--- src/rtl/wbu_pkg.sv ---
// Shared constants and helpers for the writeback unit and its scoreboard.
package wbu_pkg;
   localparam int REG_NUM   = 16;
   localparam int CPU_WIDTH = 32;
   localparam int REG_AW    = 5;

   typedef enum logic [1:0] {
      SRC_NONE,
      SRC_EXU,
      SRC_LSU
   } wb_src_e;

   // A register address names real architectural state only if it is non-zero and in range.
   function automatic logic rd_live(input logic [REG_AW-1:0] rd, input int reg_num);
      return (rd != '0) && (int'(rd) < reg_num);
   endfunction
endpackage

--- src/rtl/wbu_sb.sv ---
// Busy-register scoreboard: one set port (issue), one clear port (writeback), three query ports.
module wbu_sb
   import wbu_pkg::*;
#(
   parameter int REG_NUM = wbu_pkg::REG_NUM
) (
   input  logic              clk,
   input  logic              rst,
   input  logic              i_set_en,
   input  logic [REG_AW-1:0] i_set_addr,
   input  logic              i_clr_en,
   input  logic [REG_AW-1:0] i_clr_addr,
   input  logic [REG_AW-1:0] i_q1_addr,
   input  logic [REG_AW-1:0] i_q2_addr,
   input  logic [REG_AW-1:0] i_q3_addr,
   output logic              o_q1_busy,
   output logic              o_q2_busy,
   output logic              o_q3_busy
);
   localparam int IW = $clog2(REG_NUM);

   logic [REG_NUM-1:0] r_busy;
   logic               w_set_live;
   logic               w_clr_live;

   assign w_set_live = i_set_en & rd_live(i_set_addr, REG_NUM);
   assign w_clr_live = i_clr_en & rd_live(i_clr_addr, REG_NUM);

   always_ff @(posedge clk or posedge rst) begin
      if (rst) begin
         r_busy <= '0;
      end else begin
         if (w_clr_live) r_busy[i_clr_addr[IW-1:0]] <= 1'b0;
         if (w_set_live) r_busy[i_set_addr[IW-1:0]] <= 1'b1;
      end
   end

   assign o_q1_busy = rd_live(i_q1_addr, REG_NUM) & r_busy[i_q1_addr[IW-1:0]];
   assign o_q2_busy = rd_live(i_q2_addr, REG_NUM) & r_busy[i_q2_addr[IW-1:0]];
   assign o_q3_busy = rd_live(i_q3_addr, REG_NUM) & r_busy[i_q3_addr[IW-1:0]];
endmodule

--- src/rtl/wbu.sv ---
// Writeback unit: arbitrates EXU/LSU results into a registered regfile write stage
// and owns the busy scoreboard used by decode for RAW stalls and WAW blocking.
module wbu
   import wbu_pkg::*;
#(
   parameter int REG_NUM   = wbu_pkg::REG_NUM,
   parameter int CPU_WIDTH = wbu_pkg::CPU_WIDTH
) (
   input  logic                 clk,
   input  logic                 rst,
   input  logic                 iss_valid,
   input  logic [REG_AW-1:0]    iss_rd,
   output logic                 iss_ready,
   input  logic                 exu_valid,
   output logic                 exu_ready,
   input  logic [REG_AW-1:0]    exu_rd,
   input  logic [CPU_WIDTH-1:0] exu_data,
   input  logic                 lsu_valid,
   output logic                 lsu_ready,
   input  logic [REG_AW-1:0]    lsu_rd,
   input  logic [CPU_WIDTH-1:0] lsu_data,
   input  logic [REG_AW-1:0]    rs1_addr,
   input  logic [REG_AW-1:0]    rs2_addr,
   output logic                 rs1_busy,
   output logic                 rs2_busy,
   output logic                 rf_en,
   output logic [REG_AW-1:0]    rf_waddr,
   output logic [CPU_WIDTH-1:0] rf_wdata,
   output logic [31:0]          wb_cnt
);
   wb_src_e              w_src;
   logic                 w_fire;
   logic [REG_AW-1:0]    w_rd;
   logic [CPU_WIDTH-1:0] w_data;
   logic                 w_iss_busy;
   logic                 w_q1_busy;
   logic                 w_q2_busy;
   logic                 r_rf_en;
   logic [REG_AW-1:0]    r_rf_waddr;
   logic [CPU_WIDTH-1:0] r_rf_wdata;
   logic [31:0]          r_wb_cnt;

   // LSU has fixed priority; EXU is held off whenever a load result is presented.
   always_comb begin
      w_src  = SRC_NONE;
      w_rd   = '0;
      w_data = '0;
      if (lsu_valid) begin
         w_src  = SRC_LSU;
         w_rd   = lsu_rd;
         w_data = lsu_data;
      end else if (exu_valid) begin
         w_src  = SRC_EXU;
         w_rd   = exu_rd;
         w_data = exu_data;
      end
   end

   assign w_fire    = (w_src != SRC_NONE);
   assign lsu_ready = 1'b1;
   assign exu_ready = ~lsu_valid;
   assign iss_ready = ~iss_valid | ~w_iss_busy;

   wbu_sb #(.REG_NUM(REG_NUM)) u_sb (
      .clk        (clk),
      .rst        (rst),
      .i_set_en   (iss_valid & iss_ready),
      .i_set_addr (iss_rd),
      .i_clr_en   (w_fire),
      .i_clr_addr (w_rd),
      .i_q1_addr  (rs1_addr),
      .i_q2_addr  (rs2_addr),
      .i_q3_addr  (iss_rd),
      .o_q1_busy  (w_q1_busy),
      .o_q2_busy  (w_q2_busy),
      .o_q3_busy  (w_iss_busy)
   );

   always_ff @(posedge clk or posedge rst) begin
      if (rst) begin
         r_rf_en    <= 1'b0;
         r_rf_waddr <= '0;
         r_rf_wdata <= '0;
         r_wb_cnt   <= '0;
      end else begin
         r_rf_en  <= w_fire & rd_live(w_rd, REG_NUM);
         r_wb_cnt <= r_wb_cnt + {31'd0, r_rf_en};
         if (w_fire) begin
            r_rf_waddr <= w_rd;
            r_rf_wdata <= w_data;
         end
      end
   end

   // The write stage counts as busy until the regfile has actually taken the value.
   assign rs1_busy = rd_live(rs1_addr, REG_NUM) & (w_q1_busy | (r_rf_en & (r_rf_waddr == rs1_addr)));
   assign rs2_busy = rd_live(rs2_addr, REG_NUM) & (w_q2_busy | (r_rf_en & (r_rf_waddr == rs2_addr)));

   assign rf_en    = r_rf_en;
   assign rf_waddr = r_rf_waddr;
   assign rf_wdata = r_rf_wdata;
   assign wb_cnt   = r_wb_cnt;
endmodule

--- config.mk ---
export PLATFORM = sky130hd
export DESIGN_NAME = wbu
export DESIGN_NICKNAME = d
export VERILOG_FILES = /design/src/rtl/wbu_pkg.sv /design/src/rtl/wbu_sb.sv /design/src/rtl/wbu.sv
export SDC_FILE = /design/constraint.sdc
export NUM_CORES = 1
export LEC_CHECK = 0
export BUFFER_PORTS_ARGS = -buffer_cell sky130_fd_sc_hd__buf_4
export CORE_ASPECT_RATIO = 0.6
export CORE_UTILIZATION = 47
export CTS_BUF_LIST = sky130_fd_sc_hd__clkbuf_8 sky130_fd_sc_hd__clkbuf_16
export DETAILED_ROUTE_END_ITERATION = 10
export PLACE_DENSITY = 0.77
export SLEW_MARGIN = 20
export SYNTH_ARGS = -nofsm -noshare
export SYNTH_HDL_FRONTEND = slang
export SYNTH_SLANG_ARGS = --single-unit
--- constraint.sdc ---
create_clock -name clk -period 3.76 [get_ports clk]
set_input_delay 0.752 -clock clk [delete_from_list [all_inputs] [get_ports clk]]
set_output_delay 0.752 -clock clk [all_outputs]
set_load 0.01 [all_outputs]
==> results of run 1 <==
==> final cells by class <==
cell class	instances	area, um^2
Clock buffer	10	239
Clock inverter	6	110
Fill cell	753	3040
Inverter	9	35.0
Multi-Input combinational cell	341	2300
Sequential cell	86	2150
Tap cell	130	163
Timing Repair Buffer	169	1280
==> cell usage in the layout (no fill, tap or decap), types with 2 or more instances in the layout <==
cell type / instances
xor2_1: 27
a22oi_1: 4
nand2b_1: 5
and3_1: 2
o21ai_0: 59
dfrtp_1: 86
nor4_1: 8
clkbuf_16: 9
and4_1: 4
o31ai_1: 6
nor4bb_1: 2
ha_1: 2
nor2_1: 15
nor3_1: 11
a32o_1: 3
xnor2_1: 13
or3_1: 5
nand2_1: 51
mux2i_1: 52
nor2b_1: 8
inv_1: 9
a21oi_1: 5
nand4_1: 10
a311oi_1: 2
nand3_1: 21
and2_1: 3
bufinv_16: 3
o211ai_1: 3
mux4_2: 3
buf_4: 168
o32a_1: 2
==> synth_stat cells, drive strengths merged, types with 6 or more instances <==
| cell | number | area [um^2] |
|---|---|---|
| nand2 | 51 | 191 |
| xnor2 | 13 | 114 |
| nor3 | 11 | 55.1 |
| mux2i | 52 | 521 |
| inv | 9 | 33.8 |
| nand3 | 21 | 105 |
| buf | 10 | 52.6 |
| nand4 | 10 | 62.6 |
| nor2b | 8 | 50.1 |
| o31ai | 6 | 45.0 |
| o21ai | 59 | 295 |
| clkbuf | 13 | 48.8 |
| nor4 | 9 | 71.3 |
| dfrtp | 86 | 2150 |
| xor2 | 27 | 236 |
| nor2 | 15 | 56.3 |
==> worst paths after layout <==
path	to	slack [ns]	cells after the start
setup / recovery	iss_ready	1.06	6
hold / removal	u_sb.r_busy[0]$_DFF_PP0_	0.44	0
setup reg to reg	wb_cnt[22]$_DFF_PP0_	1.76	5
hold reg to reg	u_sb.r_busy[0]$_DFF_PP0_	0.44	0
max in group asynchronous	wb_cnt[7]$_DFF_PP0_	2.47	3
min in group asynchronous	wb_cnt[31]$_DFF_PP0_	0.60	2
==> worst register-to-register path, cell delays in order (launching register included) <==
cell and delay, ns:
dfrtp_1 0.44, ha_1 0.32, ha_1 0.31, nand2_1 0.27, nor4_1 0.39, xor2_1 0.20
==> power breakdown <==
group / internal, mW / switching (mW) / total, mW
clock: 0.666 / 0.361 / 1.03
sequential: 1.04 / 0.130 / 1.17
combinational: 0.291 / 0.253 / 0.544
==> registers in the layout, summed over array words and instances, names as in the netlist <==
name and flops:
rf_wdata 32, u_sb.r_busy 16, rf_waddr 5, wb_cnt 32, rf_en 1
==> routing by layer <==
| layer | up-vias | GRT usage | wire, um |
|---|---|---|---|
| met3 | 12 | 0.0866 | 1170 |
| li1 | 1970 | - | - |
| met1 | 1997 | 0.351 | 5780 |
| met5 | - | 0 | 0 |
| met2 | 165 | 0.381 | 5410 |
| met4 | 0 | 0.0581 | 108 |
==> per-stage QoR <==
stage | util | instance area [um^2]
3_5_place_dp | 0.636 | 5930
6_report | 0.674 | 6280
5_1_grt | 0.674 | 6280
4_1_cts | 0.674 | 6280
2_1_floorplan | - | 4590
3_3_place_gp | 0.636 | 5930
==> cells by family after synthesis <==
kind of cell / after synthesis / synth area share
buffers and inverters: 32 / 0.0294
AO/OA/AOI/OAI: 90 / 0.117
flip-flops: 86 / 0.469
multiplexers: 56 / 0.131
AND/OR/NAND/NOR: 152 / 0.172
other: 1 / 0.000817
XOR/XNOR: 40 / 0.0763
adder cells (fa/ha/maj): 2 / 0.00545
==> results.cfg, run 1 <==
[detailed_routing]
drc_errors = 0
ant_nets = 0
drtPass1Iterations = 4
drt_iter0_drc = 241
routed_wl_um = 12500
via_per_inst = 5.52
routedWlPerCell_um = 16.6
num_vias = 4144

[power]
finalPower_mw = 2.74
leakage_nw = 3.08
p_per_area_nw_per_um2 = 435
ir_drop_mv = 0.278

[min_path]
min_from = u_sb.r_busy[0]$_DFF_PP0_
hold_path_class = reg2reg

[clock_tree]
path_clk_slew_ns = 0.06
cts.sinks = 86
cts-buffers-inserted = 9
hold_buffers = 0
cts_resized = 0
clockBufferDepth = 2
cts-root-buf = clkbuf_16
tritoncts = yes
clock_latency_ns = 0.33
post_cts_buffers = 0
htreeDepth = 3

[timing]
fin_tns_setup_ns = 0
period_needed_ns = 2.70
max_slew_margin = 0.377
clock.fmax_mhz = 371
min_period_over_period = 0.717
tightest_slew_ns = 0.933
slew_violations = 0
final-hold-violation-count = 0
fin_hold_ws_ns = 0.435
finalSetupViolCount = 0
skew_ns = 0.00515
grt_setup_unrepaired = no
fin_ws_ns = 1.06

[floorplanning]
dieArea_um2 = 10200
die_w_um = 130
core_region_area_um2 = 9320
fp-row-count = 27
die_height_um = 78.6
initial_core_util = 0.492
ios = 169

[worst_setup_path]
start_kind = input pin
crit_path_top_delay_cell = mux4_2
critical_path_class = in2out
rr_startpoint = rf_en$_DFF_PP0_
cp_max_fo = 13
cp.arrival_ns = 1.95
timing.critical_path.buf_inv = 2
crit_top_cell = buf_4
crit_required_ns = 3.01
cp-end-kind = primary output
max_stage_delay_ns = 0.53
path_delay_family = multiplexers
startpoint = iss_rd[0]
cp_cell_sequence = buf_4, mux4_2, nor2b_1, nor2_1, o211ai_1, buf_4

[grt]
grt_start_max_net_pins = 89
grt_use_total = 0.253
grt_pass1_vias = 3860
antenna_found_initial = 0
grt_pass1_wl_um = 19600
grt_overflow = 0

[synthesis]
avgSynthCellArea_um2 = 10.0
ys.flop_type = dfrtp_1
synth-seq-area-share = 0.469
ys.warnings.count = 0
async_flop_share = 1.00
synth_edf_count = 0
synth_area_um2 = 4590
ys_seq_elements = 86
syn-num-nets = 555
ys_types = 46
synthCells = 459

[run_status]
status = complete, no violations

[finish]
fin_cells = 751
nets = 712
drive_gt1_frac = 0.306
syn_to_final_growth_pct = 36.9
diodes = 0

[place]
hpwl_um = 9440
pre_cts_ws_ns = 1.07
portBuffers = 167
dpl.cell_count = 735
gp_congestion = 0.940

[job]
maxCapViolations = 0
Note: power is estimated with default switching activity, not from simulation.
==> run 2: changes to the inputs <==
--- a/config.mk
+++ b/config.mk
@@ -5,12 +5,13 @@
 export SDC_FILE = /design/constraint.sdc
 export NUM_CORES = 1
 export LEC_CHECK = 0
+export ABC_AREA = 1
 export BUFFER_PORTS_ARGS = -buffer_cell sky130_fd_sc_hd__buf_4
 export CORE_ASPECT_RATIO = 0.6
 export CORE_UTILIZATION = 47
 export CTS_BUF_LIST = sky130_fd_sc_hd__clkbuf_8 sky130_fd_sc_hd__clkbuf_16
 export DETAILED_ROUTE_END_ITERATION = 10
-export PLACE_DENSITY = 0.77
+export PLACE_DENSITY = 0.75
 export SLEW_MARGIN = 20
 export SYNTH_ARGS = -nofsm -noshare
 export SYNTH_HDL_FRONTEND = slang
==> constraint.sdc (replaced) <==
create_clock -name clk -period 2.64 [get_ports clk]
set_input_delay 0.528 -clock clk [delete_from_list [all_inputs] [get_ports clk]]
set_output_delay 0.528 -clock clk [all_outputs]
set_load 0.01 [all_outputs]
==> run 2 against run 1 <==
Compared with the run above:
- global-route usage up 3.0 points
- sequential share of layout area down 1.7 points
- via count up 23%
- critical path depth down 1
- die area up 8.2%
- wire length up 21%
- utilization down 1.6 points
- non-clock buffer count up 2
- critical path type unchanged
==> results.cfg, run 2 <==
[run_status]
status = complete, no violations

[finish]
seqCellArea_um2 = 2150
syn_to_final_growth_pct = 32.9
nets = 922
diodes = 0
nFillCells = 844
layout_commonest_cell = nand2_1
layout_common_cells = nand2_1 (243), buf_4 (170), dfrtp_1 (86), nand3_1 (61), inv_1 (55)
drive_gt1_frac = 0.279
multi_input_area_um2 = 2440

[worst_setup_path]
rr_startpoint = rf_en$_DFF_PP0_
cp_max_fo = 16
critical_path_class = in2out
start_kind = input pin
r2r_cells = 10
startpoint = iss_rd[0]
crit_path_top_delay_cell = a211oi_4
cp_cell_sequence = buf_4, nor2_2, a211oi_4, o21ai_1, buf_4
crit_required_ns = 2.11
worstReg2RegEnd = wb_cnt[24]$_DFF_PP0_
r2r_slack_ns = 0.69
crit_top_cell = buf_4
max_stage_delay_ns = 0.72
cp.arrival_ns = 1.85
cp-end-kind = primary output

[floorplanning]
fp-row-count = 28
ios = 169
die_w_um = 135
dieArea_um2 = 11000
initial_core_util = 0.495
core_region_area_um2 = 10100
die_height_um = 81.7

[power]
comb_power_share = 0.239
clkPwrFrac = 0.326
switchingPower_mw = 1.26
p_per_area_nw_per_um2 = 589
finalPower_mw = 3.89
internal_power_mw = 2.63
ir_drop_mv = 0.422
swShare = 0.324
seqPwrFrac = 0.435
leakage_nw = 3.44

[synthesis]
synth-seq-area-share = 0.433
ys_seq_elements = 86
async_flop_share = 1.00
synth_largest_area_cell = dfrtp_1
synthCells = 662
ys_types = 36
ys.warnings.count = 0
avgSynthCellArea_um2 = 7.51
synth_edf_count = 0
syn-num-nets = 758
synth_area_leaders = dfrtp_1 (43%), nand2_1 (18%), nand3_1 (6.1%)
ys.flop_type = dfrtp_1
yosysMostFrequentCell = nand2_1
synth_area_um2 = 4970
synth_commonest_cells = nand2_1 (243), dfrtp_1 (86), nand3_1 (61), inv_1 (54), nor2_1 (53)
synth_top_area_frac = 0.433

[job]
maxCapViolations = 0

[timing]
tightest_slew_ns = 0.830
fin_tns_setup_ns = 0
max_slew_margin = 0.445
min_period_over_period = 0.901
grt_setup_unrepaired = no
slew_violations = 0
period_needed_ns = 2.38
finalSetupViolCount = 0
skew_ns = 0.00689
clock.fmax_mhz = 420
final-hold-violation-count = 0

[detailed_routing]
drt_iter0_drc = 530
via_per_inst = 5.28
routedWlPerCell_um = 15.7
num_vias = 5105
ant_nets = 0
drtPass1Iterations = 5
drc_errors = 0
routed_wl_um = 15100

[clock_tree]
clock_latency_ns = 0.34
cts.sinks = 86
htreeDepth = 3
hold_buffers = 0
cts_resized = 0
cts-buffers-inserted = 9
cts-root-buf = clkbuf_16
tritoncts = yes
post_cts_buffers = 0
path_clk_slew_ns = 0.07
clockBufferDepth = 2

[grt]
grt_use_total = 0.283
grt_start_max_net_pins = 41
grt_overflow = 0
grt_pass1_wl_um = 23500
antenna_found_initial = 0
grt_pass1_vias = 4659

[place]
gp_congestion = 0.936
portBuffers = 167
hpwl_um = 11900

[min_path]
hold_path_class = in2async
## run 2: kinds of logic (layout without fill, tap and decap cells)
| kind of cell | count (synthesis) | after routing | share of synthesized area |
|---|---|---|---|
| adders and majority gates | 2 | 2 | 0.00503 |
| and+or+nand+nor | 410 | 410 | 0.367 |
| other | 1 | 1 | 0.000754 |
| xor gates and xnor gates | 27 | 27 | 0.0475 |
| DFF | 86 | 86 | 0.433 |
| AOI/OAI and AO/OA | 50 | 50 | 0.0702 |
| buffers and inverters | 86 | 255 | 0.0770 |
## run 2: worst max path at each step
| stage | to | slack, ns |
|---|---|---|
| 6_report | iss_ready | 0.26 |
| 3_5_place_dp | iss_ready | 0.30 |
| 4_1_cts | iss_ready | 0.28 |
| 2_1_floorplan | iss_ready | 0.79 |
| 5_1_grt | iss_ready | 0.15 |
| 3_3_place_gp | iss_ready | 0.38 |
## run 2: per-stage QoR
step                hold slack (ns)  instance area (um^2)  setup slack, ns  utilization  cells
finish                        0.293                  6610            0.262        0.657    966
global route                  0.339                  6610            0.154        0.657    966
CTS                           0.307                  6610            0.278        0.657    966
detailed placement            0.391                  6320            0.301        0.628    950
global placement              0.398                  6320            0.381        0.628    950
floorplan                     0.450                  4980            0.791            -    662
## run 2: critical path, delay by kind of cell
kind                   cells  cell delay (ns)
AOI/OAI and AO/OA          2             0.88
buffers and inverters      2             0.35
and+or+nand+nor            1             0.08
## run 2: power groups by stage
stage | clock network [mW] | logic (mW) | registers [mW]
finish | 1.27 | 0.931 | 1.69
global route | 1.34 | 1.04 | 1.71
CTS | 1.29 | 0.931 | 1.68
detailed placement | 0 | 0.927 | 1.71
global placement | 0 | 0.905 | 1.70
floorplan | 0 | 0.488 | 1.68
## run 2: area by class of cell
type | instances | area share
inverters | 68 | 0.0392
clock inverters | 7 | 0.0100
repair buffers | 171 | 0.196
well taps | 135 | 0.0256
clock buffers | 9 | 0.0341
multi-input cells | 490 | 0.369
flip-flops and latches | 86 | 0.326
## run 2: layer usage
metal	vias up	track usage	wire (um)
met4	0	0.0652	107
li1	2443	-	-
met1	2379	0.399	6700
met2	270	0.425	6500
met3	13	0.0889	1810
met5	-	0	0
